### src/rtl/mdu_pkg.sv
// Shared types and operation classifiers for the iterative multiply/divide unit.
package mdu_pkg;

  typedef enum logic [2:0] {
    OP_MUL    = 3'd0,
    OP_MULH   = 3'd1,
    OP_MULHSU = 3'd2,
    OP_MULHU  = 3'd3,
    OP_DIV    = 3'd4,
    OP_DIVU   = 3'd5,
    OP_REM    = 3'd6,
    OP_REMU   = 3'd7
  } mdu_op_e;

  typedef enum logic [1:0] {
    IDLE,
    CALC,
    FIX,
    DONE
  } state_e;

  function automatic logic is_signed_a(input mdu_op_e op);
    return op inside {OP_MULH, OP_MULHSU, OP_DIV, OP_REM};
  endfunction

  function automatic logic is_signed_b(input mdu_op_e op);
    return op inside {OP_MULH, OP_DIV, OP_REM};
  endfunction

  function automatic logic is_div(input mdu_op_e op);
    return op inside {OP_DIV, OP_DIVU, OP_REM, OP_REMU};
  endfunction

  function automatic logic is_rem(input mdu_op_e op);
    return op inside {OP_REM, OP_REMU};
  endfunction

endpackage

### src/rtl/mdu_iter_step.sv
// One radix-2 iteration on unsigned magnitudes: shift-add multiply or restoring divide.
// Multiply: hi/lo form the 2*XLEN accumulator, lo starts as the multiplier.
// Divide:   hi is the partial remainder, lo starts as the dividend and collects quotient bits.
module mdu_iter_step #(
  parameter int XLEN = 32
) (
  input  logic            is_div,
  input  logic [XLEN:0]   hi,
  input  logic [XLEN-1:0] lo,
  input  logic [XLEN-1:0] opnd,
  output logic [XLEN:0]   hi_nxt,
  output logic [XLEN-1:0] lo_nxt
);

  logic [XLEN:0]   sum;
  logic [XLEN+1:0] rem_sh;
  logic [XLEN+1:0] diff;

  // Single combinational step; the divide path needs one extra bit to see the borrow.
  always_comb begin
    sum    = hi + {1'b0, (lo[0] ? opnd : '0)};
    rem_sh = {hi, lo[XLEN-1]};
    diff   = rem_sh - {2'b00, opnd};
    hi_nxt = '0;
    lo_nxt = '0;
    if (is_div) begin
      hi_nxt = diff[XLEN+1] ? rem_sh[XLEN:0] : diff[XLEN:0];
      lo_nxt = {lo[XLEN-2:0], ~diff[XLEN+1]};
    end else begin
      hi_nxt = {1'b0, sum[XLEN:1]};
      lo_nxt = {sum[0], lo[XLEN-1:1]};
    end
  end

endmodule

### src/rtl/mdu_iterative.sv
// RV32M multiply/divide unit: accepts one op, iterates XLEN steps, sign-fixes, writes back.
//
//  state | meaning
//  IDLE  | o_ready=1, waiting for a request
//  CALC  | one shift-add / restoring-subtract step per cycle, cnt counts down
//  FIX   | two's complement fix-up and result selection into o_rd_data
//  DONE  | o_valid=1, holding result until the consumer takes it
module mdu_iterative
  import mdu_pkg::*;
#(
  parameter int XLEN = 32
) (
  input  logic            i_clk,
  input  logic            i_reset,
  input  logic            i_flush,
  input  logic            i_valid,
  output logic            o_ready,
  input  logic [2:0]      i_op,
  input  logic [XLEN-1:0] i_rs1_data,
  input  logic [XLEN-1:0] i_rs2_data,
  input  logic [4:0]      i_rd_addr,
  output logic            o_valid,
  input  logic            i_ready,
  output logic [4:0]      o_rd_addr,
  output logic [XLEN-1:0] o_rd_data,
  output logic            o_rd_wren
);

  localparam int CW = $clog2(XLEN);

  state_e            state_q, state_nxt;
  mdu_op_e           op_in, op_q;
  logic [CW-1:0]     cnt_q;
  logic [XLEN:0]     hi_q, hi_nxt;
  logic [XLEN-1:0]   lo_q, lo_nxt;
  logic [XLEN-1:0]   opnd_q;
  logic              neg_q;

  logic              accept, div_zero, ovf, special;
  logic              sa, sb, neg_in;
  logic [XLEN-1:0]   a_mag, b_mag;
  logic [2*XLEN-1:0] prod, prod_fix;
  logic [XLEN-1:0]   quo_fix, rem_fix, fix_result;

  assign op_in     = mdu_op_e'(i_op);
  assign o_ready   = (state_q == IDLE);
  assign o_valid   = (state_q == DONE);
  // A flush in DONE discards the result, so it must also suppress the write.
  assign o_rd_wren = o_valid & i_ready & ~i_flush;
  assign accept    = i_valid & o_ready & ~i_flush;

  // Operand magnitudes, result sign and the cases that skip iteration.
  always_comb begin
    sa       = is_signed_a(op_in) & i_rs1_data[XLEN-1];
    sb       = is_signed_b(op_in) & i_rs2_data[XLEN-1];
    a_mag    = sa ? -i_rs1_data : i_rs1_data;
    b_mag    = sb ? -i_rs2_data : i_rs2_data;
    neg_in   = is_rem(op_in) ? sa : (sa ^ sb);
    div_zero = is_div(op_in) && (i_rs2_data == '0);
    ovf      = (op_in inside {OP_DIV, OP_REM}) &&
               (i_rs1_data == {1'b1, {(XLEN-1){1'b0}}}) && (&i_rs2_data);
    special  = div_zero | ovf;
  end

  mdu_iter_step #(.XLEN(XLEN)) u_step (
    .is_div (is_div(op_q)),
    .hi     (hi_q),
    .lo     (lo_q),
    .opnd   (opnd_q),
    .hi_nxt (hi_nxt),
    .lo_nxt (lo_nxt)
  );

  // Sign fix on the full-width product before selecting the half, then pick the result.
  always_comb begin
    prod     = {hi_q[XLEN-1:0], lo_q};
    prod_fix = neg_q ? -prod : prod;
    quo_fix  = neg_q ? -lo_q : lo_q;
    rem_fix  = neg_q ? -hi_q[XLEN-1:0] : hi_q[XLEN-1:0];
    fix_result = quo_fix;
    case (op_q)
      OP_MUL:                       fix_result = prod_fix[XLEN-1:0];
      OP_MULH, OP_MULHSU, OP_MULHU: fix_result = prod_fix[2*XLEN-1:XLEN];
      OP_REM, OP_REMU:              fix_result = rem_fix;
      default:                      fix_result = quo_fix;
    endcase
  end

  // State register.
  always_ff @(posedge i_clk or posedge i_reset) begin
    if (i_reset) state_q <= IDLE;
    else         state_q <= state_nxt;
  end

  // Next-state logic; flush overrides everything.
  always_comb begin
    state_nxt = state_q;
    case (state_q)
      IDLE: if (accept) state_nxt = special ? DONE : CALC;
      CALC: if (cnt_q == '0) state_nxt = FIX;
      FIX:  state_nxt = DONE;
      DONE: if (i_ready) state_nxt = IDLE;
      default: state_nxt = IDLE;
    endcase
    if (i_flush) state_nxt = IDLE;
  end

  // Operand capture, iteration registers and the registered result.
  always_ff @(posedge i_clk or posedge i_reset) begin
    if (i_reset) begin
      op_q      <= OP_MUL;
      cnt_q     <= '0;
      hi_q      <= '0;
      lo_q      <= '0;
      opnd_q    <= '0;
      neg_q     <= 1'b0;
      o_rd_addr <= '0;
      o_rd_data <= '0;
    end else if (accept) begin
      op_q      <= op_in;
      o_rd_addr <= i_rd_addr;
      neg_q     <= neg_in;
      cnt_q     <= CW'(XLEN-1);
      hi_q      <= '0;
      lo_q      <= is_div(op_in) ? a_mag : b_mag;
      opnd_q    <= is_div(op_in) ? b_mag : a_mag;
      if (div_zero)
        o_rd_data <= is_rem(op_in) ? i_rs1_data : '1;
      else if (ovf)
        o_rd_data <= is_rem(op_in) ? '0 : i_rs1_data;
    end else if (state_q == CALC) begin
      hi_q  <= hi_nxt;
      lo_q  <= lo_nxt;
      cnt_q <= cnt_q - 1'b1;
    end else if (state_q == FIX && !i_flush) begin
      o_rd_data <= fix_result;
    end
  end

endmodule

### config.mk
export PLATFORM = sky130hd
export DESIGN_NAME = mdu_iterative
export DESIGN_NICKNAME = d
export VERILOG_FILES = /design/src/rtl/mdu_pkg.sv /design/src/rtl/mdu_iter_step.sv /design/src/rtl/mdu_iterative.sv
export SDC_FILE = /design/constraint.sdc
export NUM_CORES = 1
export LEC_CHECK = 0
export ABC_AREA = 1
export CAP_MARGIN = 20
export CORE_MARGIN = 2
export CORE_UTILIZATION = 56
export DETAILED_ROUTE_END_ITERATION = 16
export HOLD_SLACK_MARGIN = 0.03
export PLACE_DENSITY = 0.79
export SETUP_SLACK_MARGIN = 0.1
export SLEW_MARGIN = 20
export SYNTH_ARGS = -nofsm -noshare
export SYNTH_HDL_FRONTEND = slang
export SYNTH_SLANG_ARGS = --single-unit
### constraint.sdc
create_clock -name i_clk -period 4.4 [get_ports i_clk]
set_clock_uncertainty 0.05 [all_clocks]
set_input_delay 0.66 -clock i_clk [delete_from_list [all_inputs] [get_ports i_clk]]
set_output_delay 0.66 -clock i_clk [all_outputs]
set_load 0.01 [all_outputs]
Yosys cells after proc, flatten, opt, wreduce, memory -nomap -nowiden --
Index checks and enable logic that the tools add are counted.
Storage, ports and cells: input bits 77, output and inout port bits 40, register bits after elaboration 145, word-level logic and storage cells 103
Operators by class: equal/unequal tests 22, bitwise operators 10, reductions and logical operators 22, add/subtract/negate cells 8, multiplexer cells 32
Operators with widths (number):
- two-way mux 32 bit | 17
- two-way mux 33 bit | 4
- negator 32 bit | 4
- one-hot mux 32 bit (3 select lines) | 1
- two-way mux 64 bit | 1
- negator 64 bit | 1
- subtractor 34 x 32 -> 34 bit | 1
- adder 33 x 32 -> 33 bit | 1
- == test 32 bit, second input constant | 1
- logical NOT 32 bit | 1
- AND reduction 32 bit | 1
- == test 3 bit, second input constant | 8
- nonzero test 4 bit | 3
- two-way mux 2 bit | 5
- two-way mux 5 bit | 2
- == test 3 x 2 -> 1 bit, second input constant | 3
- one-hot mux 2 bit (4 select lines) | 1
- nonzero test 2 bit | 4
- bitwise AND 1 bit | 6
- == test 3 x 1 -> 1 bit, second input constant | 2
- != test 3 x 2 -> 1 bit, second input constant | 2
- AND reduction 3 bit | 2
- logical NOT 5 bit | 1
- subtractor 5 x 1 -> 5 bit, second input constant | 1
- other kinds (16) | 21

Logic depth before layout (Yosys ltp) --
depth after elaboration 9, mapped depth 19, depth with buffers taken out 19

Cells and area by module --
A second synthesis with hierarchy kept.
Unflattened totals: cells, all modules 3343, area, all modules 18771.8 um2
By module, submodules not included:
- mdu_iterative | area each 12379.4 um2, sequential area each 3628.5 um2, instances 1, cells an instance 2039
- mdu_iter_step | area each 6392.4 um2, sequential area each 0.0 um2, instances 1, cells an instance 1304

Least setup slack after synthesis --
OpenSTA, ideal clock, no wires.
path type register to register, from reg lo_q[0], to reg hi_q[29], data required time 4.233 ns, setup time 0.117 ns, arrival time 2.431 ns, buffers on the path 2, period minus slack after synthesis 2.598 ns, stages on the path, launching flop included 16, slack 1.802 ns, cells stage by stage dfrtp_1 buf_2 clkbuf_1 nand2_1 inv_1 ha_1 inv_1 fa_1 o21ai_1 a21oi_1 o21ai_1 nand3_1 nand3_1 nand3_1 nand3_1 nand2_1
On the way: cells in the longest elaborated chain, start to end 5
Ends and longest elaborated chain:
- start, declared | line mdu_iterative.sv:35 | logic [XLEN-1:0] lo_q, lo_nxt;
- start signal, assigned | line mdu_iterative.sv:125 | lo_q <= is_div(op_in) ? a_mag : b_mag;
- start signal, assigned | line mdu_iterative.sv:133 | lo_q <= lo_nxt;
- two-way mux 32 bit | line mdu_iter_step.sv:21 | sum = hi + {1'b0, (lo[0] ? opnd : '0)};
- adder 33 x 32 -> 33 bit | line mdu_iter_step.sv:21
- two-way mux 33 bit | line mdu_iter_step.sv:26 | if (is_div) begin
- two-way mux 33 bit | line mdu_iterative.sv:131 | end else if (state_q == CALC) begin
- two-way mux 33 bit | line mdu_iterative.sv:119 | end else if (accept) begin
- end signal, assigned | line mdu_iterative.sv:132 | hi_q <= hi_nxt;
- end, declared | line mdu_iterative.sv:34 | logic [XLEN:0] hi_q, hi_nxt;
No other way between the ends. The select of a mux whose other input is x is not followed. A chain may end at the register's enable or synchronous reset.

Final worst setup path --
from reg hi_q[20], to reg hi_q[24]
On the way: cells in the longest elaborated chain, start to end 5, elaborated cells on any way between the ends 6, classes of those cells add/sub: 2; mux: 4
Ends and longest elaborated chain:
- subtractor 34 x 32 -> 34 bit | line mdu_iter_step.sv:23 | diff = rem_sh - {2'b00, opnd};
- two-way mux 33 bit | line mdu_iter_step.sv:27 | hi_nxt = diff[XLEN+1] ? rem_sh[XLEN:0] : diff[XLEN:0];
- two-way mux 33 bit (*) | line mdu_iter_step.sv:26
- two-way mux 33 bit (*) | line mdu_iterative.sv:131
- two-way mux 33 bit (*) | line mdu_iterative.sv:119
Every way passes the cells marked *; elsewhere a longest branch is shown, timed or not. The select of a mux whose other input is x is not followed.

==> flow_metrics.env <==
export IMPL_fillers=3076
export IMPL_postCtsResizedCells=0
export IMPL_synth_top_area_share_pct=22.5
export IMPL_synth_area_leaders="nand2_1 23%, dfrtp_1 20%, inv_1 9.4%, nand3_1 8.8%, nor2_1 7.2%"
export IMPL_die_area_um2=33500
export IMPL_netlist_area_um2=17900
export IMPL_ys_seq_area_share_pct=20.2
export IMPL_grt_max_degree=62
export IMPL_fmax_ghz=0.286
export IMPL_drive_above_1_share_pct=3.76
export IMPL_synthTopCellsByCount="1076 x nand2_1, 449 x inv_1, 345 x nor2_1, 316 x nand3_1, 165 x o21ai_0"
export IMPL_rsz0062_at_grt="false"
export IMPL_die_x_um=183
export IMPL_syn_area_per_cell_um2=5.62
export IMPL_critical_path_arrival_ps=3820
export IMPL_grt_pass1_wl_um=116000
export IMPL_path_clk_slew_ps=70
export IMPL_gr_usage_all_layers_pct=45.2
export IMPL_setup_worst_path_class="flip-flop to flip-flop"
export IMPL_final_cell_area_um2=20000
export IMPL_grt_remaining_overflow=0
export IMPL_cts_tree="done"
export IMPL_critPathCaptureType="flip-flop"
export IMPL_cp_max_fo=34
export IMPL_antenna_cells=0
export IMPL_finalCriticalPeriod_ps=3490
export IMPL_finalSetupTns_ps=0
export IMPL_vias=22500
export IMPL_routabilityCongestion=1.11
export IMPL_maxSlewViolCount=0
export IMPL_initial_core_util_pct=56.8
export IMPL_ios=117
export IMPL_dp_cells=3645
export IMPL_num_rows=65
export IMPL_syn2layout_area_growth_pct=11.6
export IMPL_yosys_warnings=0
export IMPL_grt_pass1_vias=20400
export IMPL_synth_largest_area_cell="nand2_1"
export IMPL_required_ps=4730
export IMPL_synthArstFlopShare_pct=100
export IMPL_fin_crit_sh_pct=79.3
export IMPL_drc_errors=0
export IMPL_hold_path_class="flip-flop to flip-flop"
export IMPL_viasPerCell=6.13
export IMPL_drt_pre_antenna_iters=7
export IMPL_synth_seq_cells=145
export IMPL_post_route_util_pct=63.5
export IMPL_cp_start_kind="flip-flop"
export IMPL_cts_buffer_depth=2
export IMPL_maxSlewHeadroom_pct=24.7
export IMPL_drt_iter0_markers=3841
export IMPL_synth_most_common_cell="nand2_1"
export IMPL_ant_nets=0
export IMPL_synthCells=3194
export IMPL_worst_slew_pin_slew_ps=1130
export IMPL_outcome="finished clean"
export IMPL_setup_viol=0
export IMPL_place_hpwl_um=61800
export IMPL_peakVddDrop_uv=455
export IMPL_place_port_buffers=116
export IMPL_die_h_um=183
export IMPL_synthDistinctLibCells=50
export IMPL_drt_total_wl_um=77200
export IMPL_powerDensity_nw_per_um2=804
export IMPL_fin_nets=3416
export IMPL_maxCapViolations=0
export IMPL_postCtsSetupBuffers=0
export IMPL_postCtsHoldBufs=0
export IMPL_dpl_cell_area_um2=19500
export IMPL_whs_ps=429
export IMPL_cts_root_buf="clkbuf_16"
export IMPL_final_cells=3677
export IMPL_clock_sinks=145
export IMPL_clock_latency_ps=450
export IMPL_synth_main_ff_cell="dfrtp_1"
export IMPL_hold_viol=0
export IMPL_cts_made_buffers=17
export IMPL_antenna_found_initial=1
export IMPL_core_um2=31600
export IMPL_power_leakage_nw=10.2
export IMPL_syn_nets=3348
export IMPL_synth_edff_count=0
export IMPL_avgRoutedWirePerCell_um=21.0
export IMPL_h_tree_depth=4
-- registers in the layout (all words and copies together), names as in the netlist --
name       cells
lo_q          32
o_rd_data     32
opnd_q        32
neg_q          1
state_q        2
op_q           3
hi_q          33
o_rd_addr      5
cnt_q          5
-- cells by family after synthesis --
logic type	synth area share, %
simple gates	43.5
buf+inv	12.2
compound gates	14.6
flops	20.2
xor+xnor	4.00
fa+ha+maj	5.46
-- stage by stage --
step | power (mW) | worst slack, ps
2_1_floorplan | 10.2 | 1800
3_3_place_gp | 13.8 | 923
3_5_place_dp | 14.0 | 858
4_1_cts | 15.5 | 1130
5_1_grt | 17.1 | 797
6_report | 16.1 | 909
-- area by class of cell --
type                            instances  area [um2]  share of cell area [%]
Inverter                              457        1720                    8.59
Clock buffer                           17         425                    2.12
Tap cell                              402         503                    2.51
Clock inverter                         15         121                   0.606
Multi-Input combinational cell       2486       12100                    60.7
Timing Repair Buffer                  155        1480                    7.39
Sequential cell                       145        3630                    18.1
-- routing by layer --
layer	up-vias	GRT usage [%]	wire (um)
li1	10400	-	-
met5	-	2.22	113
met1	10200	62.5	30400
met4	4	23.3	4690
met3	280	15.0	12200
met2	1696	62.2	29900
-- layout by cell type (no fill, tap or decap), types with 7 or more instances in the layout --
cell type        count
a21oi_1            139
a221oi_1            30
a22oi_1              8
a31oi_1             14
buf_4               37
clkbuf_16           17
clkdlybuf4s50_1    116
dfrtp_1            144
ha_1                75
inv_1              447
nand2_1           1076
nand2_2              7
nand3_1            316
nand3b_1            15
nand4_1             32
nor2_1             341
nor2_2               7
nor3_1              38
nor4_1              12
o211ai_1            40
o21ai_0            165
o21ai_1             12
o21bai_1            13
or2_2               13
xnor2_1             24
xor2_1              58
-- critical path, stage by stage, from the launching register on --
cell and delay [ps]:
dfrtp_1 730, ha_1 410, nand2_2 130, inv_1 60
nand2_1 130, inv_1 80, a21oi_2 220, nor2_1 80
nor2_2 150, nand3_2 170, nand2_2 560, nand3_1 340
nand3_1 180, nand2_1 60, nand2_1 50
-- where the power goes --
| part | switching [mW] | internal (mW) |
|---|---|---|
| Combinational | 7.84 | 3.71 |
| Sequential | 1.16 | 1.94 |
| Clock | 0.701 | 0.737 |
| Total | 9.71 | 6.39 |
-- worst paths after layout --
check	startpoint	endpoint	slack [ps]	cells after the start
min in group asynchronous	i_reset	o_rd_data[14]	680	2
setup reg to reg	hi_q[20]	hi_q[24]	910	14
hold / removal	o_rd_addr[4]	o_rd_addr[4]	430	2
hold reg to reg	o_rd_addr[4]	o_rd_addr[4]	430	2
max in group asynchronous	i_reset	hi_q[18]	2780	3
setup / recovery	hi_q[20]	hi_q[24]	910	14
No activity file was read; power rests on OpenSTA's default activity.
